`config.mk`:
```
export PLATFORM = sky130hd
export DESIGN_NAME = serial_add_ctrl_flat
export DESIGN_NICKNAME = d
export VERILOG_FILES = /design/src/rtl/serial_add_pkg.sv /design/src/rtl/serial_add_ctrl_if.sv /design/src/rtl/full_add_cell.sv /design/src/rtl/half_add.sv /design/src/rtl/serial_add_ctrl.sv /design/src/flat_wrapper.sv
export SDC_FILE = /design/constraint.sdc
export NUM_CORES = 1
export LEC_CHECK = 0
export CAP_MARGIN = 10
export CORE_ASPECT_RATIO = 1.5
export CORE_MARGIN = 4
export CORE_UTILIZATION = 40
export DETAILED_ROUTE_END_ITERATION = 12
export PLACE_DENSITY_LB_ADDON = 0.2
export RECOVER_POWER = 100
export REMOVE_ABC_BUFFERS = 1
export SLEW_MARGIN = 20
export SYNTH_ARGS = -nofsm -noshare
export SYNTH_HDL_FRONTEND = slang
export SYNTH_SLANG_ARGS = --single-unit
```
`constraint.sdc`:
```
create_clock -name clk -period 1.4 [get_ports clk]
set_clock_uncertainty 0.1 [all_clocks]
set_input_delay 0.28 -clock clk [delete_from_list [all_inputs] [get_ports clk]]
set_output_delay 0.28 -clock clk [all_outputs]
set_load 0.005 [all_outputs]
```
`src/rtl/serial_add_pkg.sv`:
```
// Shared state type and sizing helpers for the bit-serial adder controller.
package serial_add_pkg;

  localparam int DEFAULT_WIDTH = 8;

  typedef enum logic [1:0] {
    IDLE,
    RUN,
    DONE
  } state_t;

  // Bit counter only needs to reach WIDTH-1; keep at least one bit for tiny widths.
  function automatic int cnt_width(input int width);
    return (width > 1) ? $clog2(width) : 1;
  endfunction

endpackage

```
`src/rtl/serial_add_ctrl_if.sv`:
```
// Operand/result handshake bundle for serial_add_ctrl.
// The sub select exists only when SERIAL_ADD_SUB_EN is defined.
interface serial_add_ctrl_if
  import serial_add_pkg::*;
#(
  parameter int WIDTH = DEFAULT_WIDTH
) ();

  logic             in_valid;
  logic             in_ready;
  logic [WIDTH-1:0] a;
  logic [WIDTH-1:0] b;
  logic             out_valid;
  logic             out_ready;
  logic [WIDTH-1:0] sum;
  logic             cout;

`ifdef SERIAL_ADD_SUB_EN
  logic             sub;

  modport master (
    output in_valid, a, b, sub, out_ready,
    input  in_ready, out_valid, sum, cout
  );

  modport slave (
    input  in_valid, a, b, sub, out_ready,
    output in_ready, out_valid, sum, cout
  );
`else
  modport master (
    output in_valid, a, b, out_ready,
    input  in_ready, out_valid, sum, cout
  );

  modport slave (
    input  in_valid, a, b, out_ready,
    output in_ready, out_valid, sum, cout
  );
`endif

endinterface

```
`src/rtl/full_add_cell.sv`:
```
// One-bit full adder made of two half adders with their carries ORed.
module full_add_cell (
  input  logic a,
  input  logic b,
  input  logic cin,
  output logic s,
  output logic cout
);

  logic s0;
  logic c0;
  logic c1;

  half_add u_ha0 (.x(a),  .y(b),   .s(s0), .c(c0));
  half_add u_ha1 (.x(s0), .y(cin), .s(s),  .c(c1));

  assign cout = c0 | c1;

endmodule

```
`src/rtl/half_add.sv`:
```
// One-bit half adder, the building block of full_add_cell.
module half_add (
  input  logic x,
  input  logic y,
  output logic s,
  output logic c
);

  assign s = x ^ y;
  assign c = x & y;

endmodule

```
`src/rtl/serial_add_ctrl.sv`:
```
// Bit-serial adder controller: one full_add_cell, LSB first, registered carry.
// Define SERIAL_ADD_SUB_EN to add the subtract select (b inverted, carry-in 1).
module serial_add_ctrl
  import serial_add_pkg::*;
#(
  parameter int WIDTH = DEFAULT_WIDTH
) (
  input logic              clk,
  input logic              rst,
  serial_add_ctrl_if.slave bus
);

  localparam int CW = cnt_width(WIDTH);

  state_t           state;
  state_t           state_next;
  logic [WIDTH-1:0] a_sr;
  logic [WIDTH-1:0] b_sr;
  logic [WIDTH-1:0] sum_r;
  logic             carry;
  logic             cout_r;
  logic [CW-1:0]    cnt;
  logic             cell_s;
  logic             cell_c;
  logic             accept;
  logic             last_bit;
  logic [WIDTH-1:0] b_load;
  logic             carry_init;

  full_add_cell u_cell (
    .a   (a_sr[0]),
    .b   (b_sr[0]),
    .cin (carry),
    .s   (cell_s),
    .cout(cell_c)
  );

  assign accept   = (state == IDLE) && bus.in_valid;
  assign last_bit = (cnt == CW'(WIDTH - 1));

`ifdef SERIAL_ADD_SUB_EN
  // Two's-complement subtract: a + ~b + 1; final carry is the no-borrow flag.
  assign b_load     = bus.sub ? ~bus.b : bus.b;
  assign carry_init = bus.sub;
`else
  assign b_load     = bus.b;
  assign carry_init = 1'b0;
`endif

  always_ff @(posedge clk) begin
    if (rst) state <= IDLE;
    else     state <= state_next;
  end

  always_comb begin
    state_next    = state;
    bus.in_ready  = 1'b0;
    bus.out_valid = 1'b0;
    case (state)
      IDLE: begin
        bus.in_ready = !rst;
        if (bus.in_valid) state_next = RUN;
      end
      RUN: begin
        if (last_bit) state_next = DONE;
      end
      DONE: begin
        bus.out_valid = 1'b1;
        if (bus.out_ready) state_next = IDLE;
      end
      default: state_next = IDLE;
    endcase
  end

  // Sum bits enter at the MSB so the LSB-first result lands in place after WIDTH shifts.
  always_ff @(posedge clk) begin
    if (rst) begin
      a_sr   <= '0;
      b_sr   <= '0;
      sum_r  <= '0;
      carry  <= 1'b0;
      cout_r <= 1'b0;
      cnt    <= '0;
    end else if (accept) begin
      a_sr  <= bus.a;
      b_sr  <= b_load;
      sum_r <= '0;
      carry <= carry_init;
      cnt   <= '0;
    end else if (state == RUN) begin
      a_sr  <= a_sr >> 1;
      b_sr  <= b_sr >> 1;
      sum_r <= {cell_s, sum_r[WIDTH-1:1]};
      carry <= cell_c;
      if (last_bit) cout_r <= cell_c;
      else          cnt    <= cnt + CW'(1);
    end
  end

  assign bus.sum  = sum_r;
  assign bus.cout = cout_r;

endmodule
```
`src/flat_wrapper.sv`:
```
// flat-port wrapper written by rule: the top's interface ports become plain ports
module serial_add_ctrl_flat import serial_add_pkg::*;
#(
  parameter int WIDTH = DEFAULT_WIDTH
)
  (clk, rst, bus_in_valid, bus_a, bus_b, bus_out_ready, bus_in_ready, bus_out_valid, bus_sum, bus_cout);
  serial_add_ctrl_if #(.WIDTH(WIDTH)) bus_i ();
  input logic clk;
  input logic rst;
  input wire logic [$bits(bus_i.in_valid)-1:0] bus_in_valid;
  input wire logic [$bits(bus_i.a)-1:0] bus_a;
  input wire logic [$bits(bus_i.b)-1:0] bus_b;
  input wire logic [$bits(bus_i.out_ready)-1:0] bus_out_ready;
  output wire logic [$bits(bus_i.in_ready)-1:0] bus_in_ready;
  output wire logic [$bits(bus_i.out_valid)-1:0] bus_out_valid;
  output wire logic [$bits(bus_i.sum)-1:0] bus_sum;
  output wire logic [$bits(bus_i.cout)-1:0] bus_cout;
  assign bus_i.in_valid = bus_in_valid;
  assign bus_i.a = bus_a;
  assign bus_i.b = bus_b;
  assign bus_i.out_ready = bus_out_ready;
  assign bus_in_ready = bus_i.in_ready;
  assign bus_out_valid = bus_i.out_valid;
  assign bus_sum = bus_i.sum;
  assign bus_cout = bus_i.cout;
  serial_add_ctrl #(.WIDTH(WIDTH)) u_core (.clk(clk), .rst(rst), .bus(bus_i));
endmodule
```
# Yosys cells after proc, flatten, opt, wreduce, memory -nomap -nowiden

Cells that the tools add are included.

Logic and storage cells: 39
Output and inout port bits: 11
Input bits: 20
Register bits after elaboration: 31

Add/sub/neg operators: 1
Multiplexer cells: 10
Eq/ne operators: 6
Bitwise gates (word level): 7
Reduce and logical (&&, ||, !) cells: 8

Operator list:

| kind                                                             | count |
|---|---|
| 8-bit 2-to-1 mux                                                 | 4 |
| 2-bit 2-to-1 mux                                                 | 3 |
| 2-bit case mux with 3 select lines                               | 1 |
| 3-bit AND reduction                                              | 2 |
| 2-bit != test (second input constant)                            | 2 |
| 3-bit by 1-bit adder with 3-bit output (second input constant)   | 1 |
| 3-bit == test (second input constant)                            | 1 |
| 1-bit AND                                                        | 2 |
| 2-bit by 1-bit == test with 1-bit output (second input constant) | 1 |
| 2-bit == test (second input constant)                            | 1 |
| 2-bit zero test                                                  | 1 |
| 1-bit 2-to-1 mux                                                 | 2 |
| 2-bit by 1-bit != test with 1-bit output (second input constant) | 1 |
| 1-bit inverter                                                   | 2 |
| 2-bit AND reduction                                              | 1 |
| 2-bit nonzero test                                               | 1 |
| 2-bit OR reduction                                               | 1 |
| 1-bit bitwise XOR                                                | 2 |
| 1-bit logical AND                                                | 1 |
| 1-bit zero test                                                  | 1 |
| 1-bit bitwise OR                                                 | 1 |

# Longest topological paths before layout

Word-level depth: 4
Depth in mapped cells: 5
Depth with buffers taken out: 5

# Modules after synthesis

From an unflattened synthesis, not the netlist that was laid out.

Cells, all modules: 166
Area, all modules: 1,373.8 um2

By module, submodules not included:

| module          | times used | cells each | area an instance (um2) |
|---|---|---|---|
| serial_add_ctrl | 1          | 163        | 1,342.5 |
| half_add        | 2          | 1          | 12.5 |
| full_add_cell   | 1          | 1          | 6.3 |

# Worst setup path before layout

Ideal clock, no wire load.

Path kind: flip-flop to flip-flop
Start point: reg u_core.cnt[0]
End point: reg u_core.cnt[0]
Data required time: 1,185 ps
Arrival time: 1,129 ps
Buffers on the path: 0
Cell stages (with the launch flop): 6
Slack: 56 ps
Path through: dfxtp_1 > ha_1 > ha_1 > nor3b_2 > xnor2_1 > nor2_1

Cells in the longest elaborated chain, start to end: 3
Elaborated cells on any way between the ends: 4

Ends and longest elaborated chain:

| item                                                                           | RTL line              | source |
|---|---|---|
| start: declaration                                                             | serial_add_ctrl.sv:22 | `logic [CW-1:0] cnt;` |
| start signal: assignment                                                       | serial_add_ctrl.sv:96 | `else cnt <= cnt + CW'(1);` |
| branches (longest 3 deep; another with 3-bit by 1-bit adder with 3-bit output) | -                     |  |

Parallel ways; which one is timed is not known.
A chain may end at the register's enable or synchronous reset.

# Final worst setup path

Start point: reg u_core.state[1]
End point: reg u_core.b_sr[5]

Cells in the longest elaborated chain, start to end: 3
Elaborated cells on any way between the ends: 5

Ends and longest elaborated chain:

| item                                                          | RTL line              | source |
|---|---|---|
| start: declaration                                            | serial_add_ctrl.sv:15 | `state_t state;` |
| start signal: assignment                                      | serial_add_ctrl.sv:52 | `else state <= state_next;` |
| 2-bit zero test                                               | serial_add_ctrl.sv:38 | `assign accept = (state == IDLE) && bus.in_valid;` |
| 1-bit logical AND                                             | serial_add_ctrl.sv:38 |  |
| 8-bit 2-to-1 mux / 2-bit nonzero test (equally long branches) | -                     |  |
| end signal: assignment                                        | serial_add_ctrl.sv:86 | `b_sr <= b_load;` |
| end signal: assignment                                        | serial_add_ctrl.sv:92 | `b_sr <= b_sr >> 1;` |
| end: declaration                                              | serial_add_ctrl.sv:18 | `logic [WIDTH-1:0] b_sr;` |

Several ways; a longest one is shown, not always the timed one.

==> results_dict.tcl <==
set metrics [dict create \
    status "complete, but fails checks" \
    violations "negative setup slack" \
    grt_pass1_vias 1302 \
    postPlaceCellArea_um2 1790 \
    synth_largest_area_cell "dfxtp_1" \
    register_area_um2 629 \
    wl_met2_um 1800 \
    syn-mean-instance-area_um2 8.40 \
    rrSetupSlack_ps -50 \
    fillers 290 \
    antenna_found_initial 0 \
    cts_buffers 5 \
    synthFlopType "dfxtp_1" \
    ctsHoldBuffers 0 \
    io_buffers 30 \
    syn_inst 164 \
    hold_viol 0 \
    nNetsFinal 227 \
    slew-limit-headroom_pct 79.6 \
    synthTopCellsByArea "dfxtp_1 (45%), a21oi_1 (11%), nand2_1 (9.5%)" \
    drt-met1-wl_um 1320 \
    synth_top_area_share_pct 45.0 \
    drive_gt1_share_pct 26.3 \
    reg2reg_depth 5 \
    worst_slack_ps -45.4 \
    synth_common_cells "nand2_1 (35), a21oi_1 (31), dfxtp_1 (31)" \
    r2r_start "u_core.state[1]" \
    drtIter0Drc 25 \
    synthArstFlopShare_pct 0 \
    core.rowCount 25 \
    hpwl_um 2270 \
    cts_sinks 31 \
    drc 0 \
    p_sw_mw 0.515 \
    min_to "u_core.bus.cout" \
    wl_per_cell_um 13.7 \
    timing.final.crit_period_ps 1450 \
    end_kind "flip-flop" \
    start_kind "flip-flop" \
    post-place-cells 236 \
    totalWireLength_um 3350 \
    core-area_um2 3220 \
    ys_types 28 \
    grt_pass1_wl_um 5640 \
    crit_fanout 7 \
    grt-ovfl-total 0 \
    cts.clk_slew.worst_paths_ps 70 \
    seqPwrFrac_pct 43.8 \
    grt_use_total_pct 16.1 \
    via_per_inst 5.13 \
    yosysMostFrequentCell "nand2_1" \
    clock_latency_ps 280 \
    hp-start "u_core.bus.cout" \
    hp-class "reg2reg" \
    cts.htree.levels 2 \
    place.gp.congestion 0.783 \
    hold_path_depth 2 \
    initial_core_util_pct 42.8 \
    dr.pass1.iters 4 \
    dieWidth_um 55.9 \
    worstSetupPathType "reg2reg" \
    hold_slack_ps 352 \
    synth_warnings 0 \
    rr_endpoint "u_core.b_sr[5]" \
    powerDensity_nw_per_um2 1080 \
    seq_area_frac_synth_pct 45.0 \
    period_share_pct 103 \
    cp_data_required_time_ps 1470 \
    highest_layer "met4" \
    p_int_mw 1.68 \
    power_mw 2.19 \
    drtAntennaViolNets 0 \
    final_max_slew_viol_count 0 \
    tritoncts "done" \
    combPwrFrac_pct 14.8 \
    multi_input_area_um2 746 \
    switching_share_pct 23.5 \
    io_pins 31 \
    die_h_um 79.9 \
    syn-cell-area_um2 1380 \
    areaGrowthSynthToFinish_pct 47.1 \
    pwr-share-clk_pct 41.4 \
    ys_ff_latch 31 \
    fmax_mhz 692 \
    fin_area_um2 2030 \
    fin_cells 245 \
    worstPathArrival_ps 1520 \
    cap_violations 0 \
    vias 1258 \
    synth_edf_count 0 \
    grt_start_max_net_pins 28 \
    antenna_cells 0 \
    met3WireLength_um 148 \
    worst_pin_slew_ps 299 \
    rsz0062_at_grt "yes" \
    vdd_drop_max_mv 1.01 \
    p_leak_nw 0.787 \
    finalSetupViolCount 13 \
    cts_max_path_buffers 2 \
    die-area_um2 4470 \
    root_buffer "clkbuf_8" \
]
==> metal layers <==
layer  up-vias  track usage, %
li1        636               -
met1       586            16.2
met2        27            30.2
met3         9            4.21
met4         0            8.08
met5         -               0
==> state kept, by name, indices dropped and copies added, names as in the netlist <==
signal and cells:
u_core.bus.cout 1, u_core.a_sr 8, u_core.bus.sum 8, u_core.carry 1, u_core.cnt 3, u_core.state 2
u_core.b_sr 8
==> worst max path at each step <==
stage / start / end / cells after the start
final: u_core.state[1] / u_core.b_sr[5] / 5
after global routing: u_core.state[1] / u_core.a_sr[7] / 5
after CTS: u_core.state[1] / u_core.a_sr[5] / 6
after detailed placement: rst / bus_in_ready / 3
after global placement: rst / bus_in_ready / 3
after floorplan: u_core.state[1] / u_core.a_sr[1] / 3
==> area by class of cell <==
| type | count | area share [%] |
|---|---|---|
| multi-input combinational | 118 | 36.8 |
| sequential | 31 | 31.0 |
| timing repair buffer | 46 | 23.5 |
| clock buffer | 6 | 4.07 |
| tap | 40 | 2.47 |
| clock inverter | 2 | 1.73 |
| inverter | 2 | 0.370 |
==> power by group through the flow <==
| stage | sequential, mW | combinational, mW | clock [mW] |
|---|---|---|---|
| detailed placement | 0.976 | 0.287 | 0 |
| CTS | 0.958 | 0.299 | 0.927 |
| global route | 0.963 | 0.353 | 0.966 |
| global placement | 0.974 | 0.279 | 0 |
| finish | 0.959 | 0.324 | 0.908 |
| floorplan | 0.972 | 0.127 | 0 |
==> worst max-delay path: stages, from the launching register on <==
cell and delay [ps]:
dfxtp_4 360, buf_6 120, or3b_4 420, clkbuf_16 190, nor2_1 90, a211oi_1 50
==> what timing repair did <==
| action | 4_1_cts | 5_1_grt |
|---|---|---|
| cloned | 0 | 1 |
| setup endpoints to repair | 37 | 28 |
| buffers inserted | 0 | 0 |
| resized for setup | 35 | 18 |
| pin swaps | 0 | 6 |
==> layout by cell type, fill, tap and decap left out, types with 2 or more instances in the layout <==
master,n
a211oi_1,9
a211oi_2,3
a21oi_1,28
a21oi_2,3
buf_12,4
buf_4,9
buf_6,2
clkbuf_8,6
clkdlybuf4s50_1,17
dfxtp_1,28
dfxtp_4,2
dlygate4sd2_1,11
inv_1,2
nand2_1,35
nand2b_1,2
nand3_1,2
nor2_1,10
nor2_2,6
nor2_4,2
nor3b_4,2
o21ai_0,2
o221a_2,2
==> cells by family after synthesis <==
| logic type | after synthesis | synth area share, % |
|---|---|---|
| xor gates and xnor gates | 1 | 0.636 |
| adders and majority gates | 3 | 3.27 |
| and+or+nand+nor | 66 | 22.5 |
| buffers and inverters | 15 | 7.72 |
| DFF | 31 | 45.1 |
| AOI/OAI and AO/OA | 48 | 20.8 |
==> metrics by stage <==
| step | utilization (%) | setup slack [ps] | TNS [ps] |
|---|---|---|---|
| final | 62.9 | -45.4 | -400 |
| after CTS | 60.7 | -41.5 | -187 |
| after detailed placement | 55.6 | -425 | -10520 |
| after global routing | 62.9 | -86.6 | -1110 |
| after global placement | 55.6 | -427 | -10020 |
| after floorplan | - | -268 | -5440 |
Power figures use the tool's default switching activity.
